[config.mk]
export PLATFORM = sky130hd
export DESIGN_NAME = seq_code_tracker
export DESIGN_NICKNAME = d
export VERILOG_FILES = /design/src/rtl/seq_code_tracker.sv
export SDC_FILE = /design/constraint.sdc
export NUM_CORES = 1
export LEC_CHECK = 0
export BUFFER_PORTS_ARGS = -buffer_cell sky130_fd_sc_hd__buf_2
export CELL_PAD_IN_SITES_DETAIL_PLACEMENT = 1
export CELL_PAD_IN_SITES_GLOBAL_PLACEMENT = 2
export CORE_UTILIZATION = 34
export DETAILED_ROUTE_END_ITERATION = 6
export GPL_TIMING_DRIVEN = 0
export PLACE_DENSITY = 0.9
export SKIP_CTS_REPAIR_TIMING = 1
export SLEW_MARGIN = 20
export SYNTH_ARGS = -nofsm -noshare
export SYNTH_HDL_FRONTEND = slang
export SYNTH_SLANG_ARGS = --single-unit
[constraint.sdc]
create_clock -name clk -period 2.8 [get_ports clk]
set_input_delay 0.14 -clock clk [delete_from_list [all_inputs] [get_ports clk]]
set_output_delay 0.14 -clock clk [all_outputs]
set_load 0.005 [all_outputs]
[src/rtl/seq_code_tracker.sv]
// seq_code_tracker: receive-side tracker for the 14-state permuted 4-bit
// sequence counter. Decodes each sampled code to its index 0..13, checks it
// against the previously accepted index, acquires and holds lock, and reports
// sequence errors, wraps and restarts. All outputs are registered.
module seq_code_tracker #(
    parameter int LOCK_COUNT   = 3,
    parameter int UNLOCK_COUNT = 2,
    parameter int ERR_CNT_W    = 8
) (
    input  logic                 clk,
    input  logic                 reset,
    input  logic                 code_valid,
    input  logic [3:0]           code_in,
    output logic [3:0]           index_out,
    output logic                 index_valid,
    output logic                 locked,
    output logic                 seq_error,
    output logic                 wrap,
    output logic                 restart,
    output logic [ERR_CNT_W-1:0] err_count
);

    typedef enum logic [1:0] {
        ST_HUNT   = 2'd0,
        ST_VERIFY = 2'd1,
        ST_LOCKED = 2'd2
    } state_t;

    state_t               r_state;
    logic [3:0]           r_index;
    logic                 r_index_valid;
    logic                 r_locked;
    logic                 r_seq_error;
    logic                 r_wrap;
    logic                 r_restart;
    logic [ERR_CNT_W-1:0] r_err_count;
    logic [3:0]           r_match;
    logic [3:0]           r_miss;

    logic                 w_dec_ok;
    logic [3:0]           w_dec_idx;
    logic [3:0]           w_next_idx;
    logic                 w_is_adv;
    logic                 w_is_hold;
    logic                 w_is_rst;

    // Decode the permuted code back to its sequence index; codes 0 and 10 never occur.
    always_comb begin
        w_dec_ok  = 1'b1;
        w_dec_idx = 4'd0;
        case (code_in)
            4'd8:    w_dec_idx = 4'd0;
            4'd7:    w_dec_idx = 4'd1;
            4'd11:   w_dec_idx = 4'd2;
            4'd4:    w_dec_idx = 4'd3;
            4'd9:    w_dec_idx = 4'd4;
            4'd2:    w_dec_idx = 4'd5;
            4'd5:    w_dec_idx = 4'd6;
            4'd12:   w_dec_idx = 4'd7;
            4'd6:    w_dec_idx = 4'd8;
            4'd3:    w_dec_idx = 4'd9;
            4'd15:   w_dec_idx = 4'd10;
            4'd1:    w_dec_idx = 4'd11;
            4'd14:   w_dec_idx = 4'd12;
            4'd13:   w_dec_idx = 4'd13;
            default: w_dec_ok  = 1'b0;
        endcase
    end

    // Classify the incoming index against the stored one (advance / hold / restart).
    always_comb begin
        w_next_idx = (r_index == 4'd13) ? 4'd0 : r_index + 4'd1;
        w_is_adv   = w_dec_ok && (w_dec_idx == w_next_idx);
        w_is_hold  = w_dec_ok && (w_dec_idx == r_index);
        w_is_rst   = w_dec_ok && (w_dec_idx == 4'd0) &&
                     (r_index != 4'd0) && (r_index != 4'd13);
    end

    // Tracker FSM: hunt for a decodable code, verify advances, hold lock until misses accumulate.
    always_ff @(posedge clk) begin
        if (reset) begin
            r_state       <= ST_HUNT;
            r_index       <= 4'd0;
            r_index_valid <= 1'b0;
            r_locked      <= 1'b0;
            r_seq_error   <= 1'b0;
            r_wrap        <= 1'b0;
            r_restart     <= 1'b0;
            r_err_count   <= '0;
            r_match       <= 4'd0;
            r_miss        <= 4'd0;
        end else begin
            r_seq_error <= 1'b0;
            r_wrap      <= 1'b0;
            r_restart   <= 1'b0;
            if (code_valid) begin
                case (r_state)
                    ST_HUNT: begin
                        if (w_dec_ok) begin
                            r_index       <= w_dec_idx;
                            r_index_valid <= 1'b1;
                            r_match       <= 4'd1;
                            if (LOCK_COUNT == 1) begin
                                r_state  <= ST_LOCKED;
                                r_locked <= 1'b1;
                            end else begin
                                r_state  <= ST_VERIFY;
                            end
                        end
                    end
                    ST_VERIFY: begin
                        if (!w_dec_ok) begin
                            r_state       <= ST_HUNT;
                            r_index_valid <= 1'b0;
                            r_match       <= 4'd0;
                        end else if (w_is_adv) begin
                            r_index <= w_dec_idx;
                            r_wrap  <= (r_index == 4'd13);
                            // match counts the anchoring code too, so lock is taken on the
                            // advance seen while match already equals LOCK_COUNT.
                            if (r_match == 4'(LOCK_COUNT)) begin
                                r_state  <= ST_LOCKED;
                                r_locked <= 1'b1;
                            end else begin
                                r_match  <= r_match + 4'd1;
                            end
                        end else if (!w_is_hold) begin
                            // Restart or out-of-sequence code: re-anchor on the new index.
                            r_index   <= w_dec_idx;
                            r_match   <= 4'd1;
                            r_restart <= w_is_rst;
                        end
                    end
                    ST_LOCKED: begin
                        if (w_is_adv || w_is_hold || w_is_rst) begin
                            r_miss    <= 4'd0;
                            r_index   <= w_dec_idx;
                            r_wrap    <= w_is_adv && (r_index == 4'd13);
                            r_restart <= w_is_rst;
                        end else begin
                            r_seq_error <= 1'b1;
                            if (r_err_count != '1) begin
                                r_err_count <= r_err_count + 1'b1;
                            end
                            if (w_dec_ok) begin
                                r_index <= w_dec_idx;
                            end
                            if (r_miss == 4'(UNLOCK_COUNT - 1)) begin
                                r_state       <= ST_HUNT;
                                r_locked      <= 1'b0;
                                r_index_valid <= 1'b0;
                                r_miss        <= 4'd0;
                            end else begin
                                r_miss <= r_miss + 4'd1;
                            end
                        end
                    end
                    default: begin
                        r_state <= ST_HUNT;
                    end
                endcase
            end
        end
    end

    assign index_out   = r_index;
    assign index_valid = r_index_valid;
    assign locked      = r_locked;
    assign seq_error   = r_seq_error;
    assign wrap        = r_wrap;
    assign restart     = r_restart;
    assign err_count   = r_err_count;

endmodule

# Word level (Yosys, flattened, before mapping)
# Cells that the tools add are included.
[totals]
register_bits = 27
out_inout_bits = 17
word_cells = 119
[op_classes]
n_addsub = 4
eq_ne = 35
muxes = 43
n_bitwise = 3
n_reduce_logical = 24
[ops]
columns = ["operator", "count"]
rows = [
  ["$mux W4", 13],
  ["$pmux W4 S13", 1],
  ["$eq A4 B4 Y1 const B", 8],
  ["$eq A4 B3 Y1 const B", 4],
  ["$mux W1", 16],
  ["$ne A2 B2 Y1 const B", 7],
  ["$reduce_or A14 Y1", 1],
  ["$add A4 B1 Y4 const B", 3],
  ["$eq A4 B2 Y1 const B", 3],
  ["$mux W2", 6],
  ["$ne A4 B4 Y1 const B", 3],
  ["$pmux W4 S3", 1],
  ["$reduce_and A6 Y1", 2],
  ["$ne A3 B3 Y1 const B", 3],
  ["$add A8 B1 Y8 const B", 1],
  ["$eq A4 B1 Y1 const B", 2],
  ["$eq A4 B4 Y1", 2],
  ["$ne A8 B8 Y1 const B", 1],
  ["$pmux W4 S2", 1],
  ["$reduce_and A4 Y1", 2],
  ["$reduce_and A7 Y1", 1],
  ["$logic_and A1 B1 Y1", 6],
  ["$pmux W1 S2", 3],
  ["$pmux W2 S3", 1],
  ["other kinds (14)", 18],
]

# Logic depth before layout (Yosys ltp)
# Gate-level depths: netlist (run 1).
[depth]
depth_word = 10
mapped_depth = 11
depth_no_buf = 9

# Worst setup path after synthesis (run 1)
# No wires, ideal clock.
[synth_path]
kind = "register to register"
startpoint = "register r_index[0], in the netlist index_out[0]"
endpoint = "register r_err_count[4], in the netlist err_count[4]"
arrival_ps = 2361
required_ps = 2672
setup_slack_ps = 311
stages_incl_launch_ff = 11
path_buffers = 2
synth_period_minus_slack_ps = 2489
cell_sequence = "dfxtp_1 > clkbuf_1 > a21boi_0 > o2111a_1 > a211oi_1 > a31o_2 > o41ai_2 > buf_2 > nor3_1 > xnor2_1 > nor2_1"
[synth_between]
elab_chain_len = 8
[synth_lines]
columns = ["element", "line_no", "source"]
rows = [
  ["from (decl)", "30", "logic [3:0] r_index;"],
  ["from (signal assigned)", "100", "r_index <= w_dec_idx;"],
  ["from (signal assigned)", "117", "r_index <= w_dec_idx;"],
  ["from (signal assigned)", "129", "r_index <= w_dec_idx;"],
  ["$add A4 B1 Y4 / $eq A4 B4 Y1 (equally long branches)", "72", "w_next_idx = (r_index == 4'd13) ? 4'd0 : r_index + 4'd1;"],
  ["$mux W4", "72", ""],
  ["$eq A4 B4 Y1", "73", "w_is_adv = w_dec_ok && (w_dec_idx == w_next_idx);"],
  ["$logic_and A1 B1 Y1", "73", ""],
  ["$logic_or A1 B1 Y1", "135", "if (w_is_adv || w_is_hold || w_is_rst) begin"],
  ["$logic_or A1 B1 Y1 (*)", "135", ""],
  ["$not A1 Y1 (no line) (*)", "n/a", ""],
  ["$reduce_and A4 Y1 (no line) (*)", "n/a", ""],
  ["to (signal assigned)", "143", "r_err_count <= r_err_count + 1'b1;"],
  ["to (decl)", "36", "logic [ERR_CNT_W-1:0] r_err_count;"],
]
# Mark *: on every way between the ends. The rest lies on a longest branch, timed or not.
# A chain may end at the register's enable or synchronous reset.

# Worst setup path in the final report (run 1)
[layout_path]
startpoint = "register r_index[1], in the netlist index_out[1]"
endpoint = "register r_state[0]"
[layout_between]
elab_chain_len = 8
[layout_lines]
columns = ["element", "line_no", "source"]
rows = [
  ["$add A4 B1 Y4 / $eq A4 B4 Y1 (equally long branches)", "72", ""],
  ["$mux W4", "72", ""],
  ["$eq A4 B4 Y1", "73", ""],
  ["$logic_and A1 B1 Y1", "73", ""],
  ["$logic_or A1 B1 Y1 (2 in a row)", "135", ""],
  ["$ne A2 B2 Y1 (no line)", "n/a", ""],
  ["$reduce_and A6 Y1 (no line) (*)", "n/a", ""],
  ["to (signal assigned)", "122", "r_state <= ST_LOCKED;"],
  ["to (signal assigned)", "149", "r_state <= ST_HUNT;"],
  ["to (signal assigned)", "159", "r_state <= ST_HUNT;"],
  ["to (decl)", "29", "state_t r_state;"],
]
# Marked as above.

==> results of run 1 <==
## Yosys cell counts, drive strengths merged, types with 3 or more instances
cell	instances	area (um^2)
a211oi	4	30.0
a21oi	30	150
a311oi	3	26.3
a31oi	4	40.0
and2	4	25.0
buf	9	60.1
clkbuf	12	45.0
dfxtp	27	541
ha	7	87.6
inv	12	45.0
nand2	26	97.6
nand2b	5	31.3
nand3	11	55.1
nor2	29	109
nor2b	6	37.5
nor3	9	45.0
nor3b	4	35.0
nor4	5	37.5
o21ai	7	35.0
o22ai	3	18.8
o31ai	5	37.5
or3	3	18.8
xnor2	8	70.1
## stage by stage
step,power [mW],area [um^2],util (%),setup slack (ns),hold WS (ns)
after floorplan,0.607,2080,-,0.311,0.424
after global placement,0.675,2280,38.5,-0.392,0.474
after detailed placement,0.680,2280,38.5,-0.426,0.490
after CTS,0.909,2330,39.3,-0.457,0.305
after global routing,0.986,2410,40.6,-0.0280,0.392
final,0.940,2410,40.6,0.125,0.333
## cell type report
cell class / count / area [um^2] / area share (%)
Buffer: 21 / 111 / 4.63
Clock buffer: 3 / 41.3 / 1.72
Clock inverter: 1 / 5.00 / 0.208
Inverter: 12 / 45.0 / 1.87
Multi-Input combinational cell: 217 / 1430 / 59.3
Sequential cell: 27 / 541 / 22.5
Tap cell: 75 / 93.8 / 3.90
Timing Repair Buffer: 26 / 143 / 5.93
## routing by layer
metal	up-vias	wire (um)	global-route usage [%]
li1	1074	-	-
met1	1039	2880	26.9
met2	29	2880	33.4
met3	5	167	2.84
met4	0	25	2.14
met5	-	0	0
## worst max-delay path, stage by stage, from the launching register on
cell and delay (ns):
dfxtp_1 0.33, clkbuf_2 0.19, nor2b_1 0.18, a31oi_1 0.19, nand3_1 0.22, a21oi_2 0.42, o41ai_4 0.17, o21a_1 0.25
or4b_1 0.52, a21oi_1 0.12
## power groups by stage
stage	combinational [mW]	clock [mW]	sequential, mW
floorplan	0.195	0	0.412
finish	0.303	0.230	0.406
global placement	0.261	0	0.414
CTS	0.267	0.236	0.406
global route	0.333	0.246	0.408
detailed placement	0.266	0	0.415
## layout by cell type, fill, tap and decap left out, drive strengths merged, types with 2 or more instances in the layout
| cell type | count |
|---|---|
| o21ai | 7 |
| a31oi | 4 |
| a21oi | 30 |
| clkbuf | 15 |
| inv | 12 |
| nor3b | 4 |
| and3 | 2 |
| nand2 | 26 |
| a211o | 2 |
| o31ai | 5 |
| nor3 | 9 |
| or4b | 2 |
| xor2 | 2 |
| nand4b | 2 |
| nand3 | 11 |
| nand2b | 5 |
| dfxtp | 27 |
| or3 | 3 |
| ha | 7 |
| o311ai | 2 |
| a31o | 2 |
| mux2i | 2 |
| and2 | 4 |
| nor4bb | 2 |
| o21a | 2 |
| nor2 | 29 |
| o22ai | 3 |
| buf | 35 |
| xnor2 | 8 |
| o32ai | 2 |
| nor4 | 5 |
| or3b | 2 |
| a311oi | 3 |
| o41ai | 2 |
| a2bb2oi | 2 |
| nor2b | 6 |
| a211oi | 4 |
## worst paths after layout
path | startpoint | to | slack [ns]
hold / removal | code_valid | locked$_SDFFE_PP0P_ | 0.33
setup / recovery | index_out[1]$_SDFFE_PP0P_ | r_state[0]$_SDFFE_PP0P_ | 0.12
hold reg to reg | r_match[2]$_SDFFE_PP0P_ | r_match[2]$_SDFFE_PP0P_ | 0.50
setup reg to reg | index_out[1]$_SDFFE_PP0P_ | r_state[0]$_SDFFE_PP0P_ | 0.12
## state kept, by name, summed over array words and instances (netlist names)
name	cells
err_count	8
locked	1
index_out	4
seq_error	1
wrap	1
r_miss	4
index_valid	1
r_state	2
restart	1
r_match	4
## cells by family after synthesis
kind of cell,after synthesis
AOI/OAI and AO/OA,80
xor gates and xnor gates,10
buffers and inverters,33
adders and majority gates,7
and+or+nand+nor,117
muxes,3
DFF,27
==> reports/summary.txt, run 1 <==
post-synthesis mux area share -> 2.04%
register bit count reported by yosys -> 27
fraction of layout instances using a drive strength above 1 -> 16.6%
Syn Area/Cell -> 7.51 um^2
Port Buf Inserts -> 21
Remaining DRCs -> 0
sequential-to-total area share from yosys stat -> 26.0%
Clock Path Buffers -> 2
routed vias/inst -> 5.62
post-synthesis compound-gate area fraction -> 26.5%
Root Buffer -> clkbuf_8
Layout Cells excl Fill -> 382
Die X -> 80.2 um
Fillers -> 757
endpoints failing hold -> 0
Iteration-0 DRC Markers -> 103
Critical Path AT -> 2.89 ns
yosys warns -> 0
total grt overflow -> 0
startpoint types -> flop
post-synthesis simple-gate area fraction -> 29.8%
Post-Route Skew -> 0.00284 ns
Clk Latency, worst-skew pair -> 0.28 ns
initial antenna violation count -> 0
CTS tree -> done
dpl cells -> 373
Max FO, Critical Path -> 10
Worst-Margin Slew -> 0.778 ns
CTS Buf Count -> 3
die span in y -> 80.2 um
pwr dens -> 391 nW/um^2
Synth Instances -> 277
final setup TNS -> 0 ns
CP required -> 3.02 ns
Yosys cell types -> 59
dominant synthesized flop cell -> dfxtp_1
Clock transition at path regs -> 0.10 ns
first-pass GRT wire length -> 10000 um
Setup crit end kind -> flop
status -> complete, no violations
Final min period -> 2.68 ns
Ports -> 24
FFs w/ async S/R, synth -> 0%
P_leak -> 0.913 nW
Avg WL per Cell -> 15.6 um
ANT cells -> 0
Logic pwr share -> 32.3%
nets -> 322
site row count -> 28
largest net degree at the start of global routing -> 16
Flop pwr share -> 43.2%
H-tree Lvls -> 1
total wire length -> 5960 um
total core area -> 5920 um^2
largest family of logic cells by synthesized area -> simple AND/OR/NAND/NOR gates
fin crit share -> 95.5%
cells on worst reg2reg path -> 9
f_max -> 374 MHz
GPL Wtd Cong -> 0.828
GRT Overall Usage -> 19.6%
Vias -> 2147
Switching Share -> 34.8%
clock network fraction of total power -> 24.5%
Synth Area in Adders -> 4.21%
Final HPWL DP -> 4500 um
Worst VDD drop -> 233 uV
Cell Int Power -> 0.613 mW
Psw -> 0.327 mW
HP Class -> input pin to flop
final setup fails -> 0
Pins Over Slew Limit -> 0
vias in the first global route -> 2064
post-synthesis xor/xnor area fraction -> 4.21%
synthesized area -> 2080 um^2
Initial Util -> 35.1%
Mapped Nets -> 291
max_cap viols -> 0
critical path class -> flop to flop
Detailed Routing Iterations Pass 1 -> 4
remaining antenna violation count -> 0
Die Footprint -> 6440 um^2
EDFF count, synth -> 0
worst hold path stage count -> 4
TritonCTS Sinks -> 27
Slew Limit Headroom -> 47.4%
Layout area overhead -> 15.6%
No activity file was read; power rests on OpenSTA's default activity.
==> inputs of run 2 (changes only) <==
==> constraint.sdc (replaced) <==
create_clock -name clk -period 2.5 [get_ports clk]
set_input_delay 0.75 -clock clk [delete_from_list [all_inputs] [get_ports clk]]
set_output_delay 0.75 -clock clk [all_outputs]
set_load 0.005 [all_outputs]
==> run 2 against run 1 <==
Net effect:
- register-to-register slack worse by 0.33 ns
- final area grew 16%
- highest routed layer unchanged
- core utilization grew 6.5 points
- sequential cell count stayed put
- the flow now finishes with violations (setup timing)
- sequential share of layout area is 3.1 points lower
- via count increased by 5.7%
- power is 21% higher
- worst setup slack worse by 0.58 ns
- largest power group unchanged
- global-route usage shrank 0.32 points
- largest cell class unchanged
==> reports/summary.txt, run 2 (same netlist as run 1, synthesis figures left out) <==
P_leak -> 1.07 nW
dpl cells -> 373
Final min period -> 2.96 ns
worst-path cell chain -> buf_6 -> buf_8 -> nor4bb_1 -> a211o_1 -> mux4_2 -> a31oi_4 -> o41ai_4 -> o21a_1 -> or4b_1 -> a21oi_1
Clk Latency, worst-skew pair -> 0.28 ns
TritonCTS Sinks -> 27
routed vias/inst -> 5.72
CP required -> 2.70 ns
Layout area overhead -> 34.2%
H-tree Lvls -> 1
Initial Util -> 35.1%
violated checks -> setup timing
most frequent cells in the layout -> nor2_1, dfxtp_1, a21oi_1
total grt overflow -> 0
endpoints failing hold -> 0
ANT cells -> 0
status -> finished with violations
first-pass GRT wire length -> 9850 um
max reg flops -> 8
fin crit share -> 118%
Final HPWL DP -> 4500 um
Fillers -> 717
fraction of layout instances using a drive strength above 1 -> 27.6%
Root Buffer -> clkbuf_8
Worst-Margin Slew -> 0.702 ns
max_cap viols -> 0
largest net degree at the start of global routing -> 16
Detailed Routing Iterations Pass 1 -> 4
remaining antenna violation count -> 0
Slowest-stage cell, CP -> mux4_2
R2R Setup Slk -> -0.21 ns
critical path's top delay family -> compound AO/OA/AOI/OAI gates
total wire length -> 6510 um
CTS tree -> done
total core area -> 5920 um^2
Final Worst Setup Slack -> -0.457 ns
Worst VDD drop -> 297 uV
Die X -> 80.2 um
Critical Path AT -> 3.16 ns
Clock Path Buffers -> 2
vias in the first global route -> 2027
initial antenna violation count -> 0
Max FO, Critical Path -> 5
final setup TNS -> -7.49 ns
f_max -> 338 MHz
GRT Overall Usage -> 19.3%
HP Class -> flop to flop
Die Footprint -> 6440 um^2
nets -> 337
CP bufs+invs -> 2
Ports -> 24
Post-DP Area -> 2360 um^2
die span in y -> 80.2 um
critical path class -> input pin to flop
Iteration-0 DRC Markers -> 82
Post-Route Skew -> 0.0143 ns
Avg WL per Cell -> 16.4 um
final setup fails -> 25
Pins Over Slew Limit -> 0
Slew Limit Headroom -> 52.5%
CTS Buf Count -> 3
Clock transition at path regs -> 0.09 ns
site row count -> 28
Setup crit end kind -> flop
GPL Wtd Cong -> 0.820
Remaining DRCs -> 0
RSZ-0062 raised after global routing -> yes
Layout Cells excl Fill -> 397
Final Instance Area -> 2790 um^2
Port Buf Inserts -> 21
pwr dens -> 407 nW/um^2
Max stage delay on crit path -> 0.52 ns
Vias -> 2269
startpoint types -> input pin
## run 2: final timing paths
path,from,to,depth (start not counted)
worst max-delay path,code_in[2],r_state[0]$_SDFFE_PP0P_,10
worst max register to register,index_out[3]$_SDFFE_PP0P_,r_state[0]$_SDFFE_PP0P_,8
worst min-delay path,r_match[2]$_SDFFE_PP0P_,r_match[2]$_SDFFE_PP0P_,2
worst min register to register,r_match[2]$_SDFFE_PP0P_,r_match[2]$_SDFFE_PP0P_,2
## run 2: cell type report
class / count / area [um^2] / area share (%)
Timing Repair Buffer: 41 / 328 / 11.7
Inverter: 12 / 45.0 / 1.61
Multi-Input combinational cell: 217 / 1570 / 56.2
Clock buffer: 3 / 41.3 / 1.48
Sequential cell: 27 / 541 / 19.4
Clock inverter: 1 / 5.00 / 0.179
Tap cell: 75 / 93.8 / 3.36
Buffer: 21 / 169 / 6.05
## run 2: worst min-delay path, stage by stage (launching register included)
cell and delay (ns):
dfxtp_1 0.33, nand2_1 0.06, o32ai_1 0.06
## run 2: where the power goes
part           switching (mW)  leakage (nW)  internal, mW
Clock                   0.145        0.0255         0.112
Combinational           0.238         0.821         0.186
Sequential             0.0142         0.219         0.442
Total                   0.397          1.07         0.740
## run 2: per-stage QoR
stage | util (%) | total power, mW | hold WS [ns] | setup slack, ns
after CTS | 40.6 | 1.04 | 0.493 | -0.708
after detailed placement | 39.8 | 0.787 | 0.478 | -1.01
final | 47.2 | 1.14 | 0.485 | -0.457
after global placement | 39.8 | 0.780 | 0.470 | -0.966
after floorplan | - | 0.704 | 0.446 | -0.420
after global routing | 47.2 | 1.20 | 0.521 | -0.503
## run 2: per-layer routing
layer / track usage [%] / share of wire (%) / vias up
li1: - / - / 1104
met1: 28.5 / 49 / 1118
met2: 30.2 / 47 / 43
met3: 3.52 / 3.5 / 4
met4: 1.25 / 0.74 / 0
met5: 0 / 0 / -
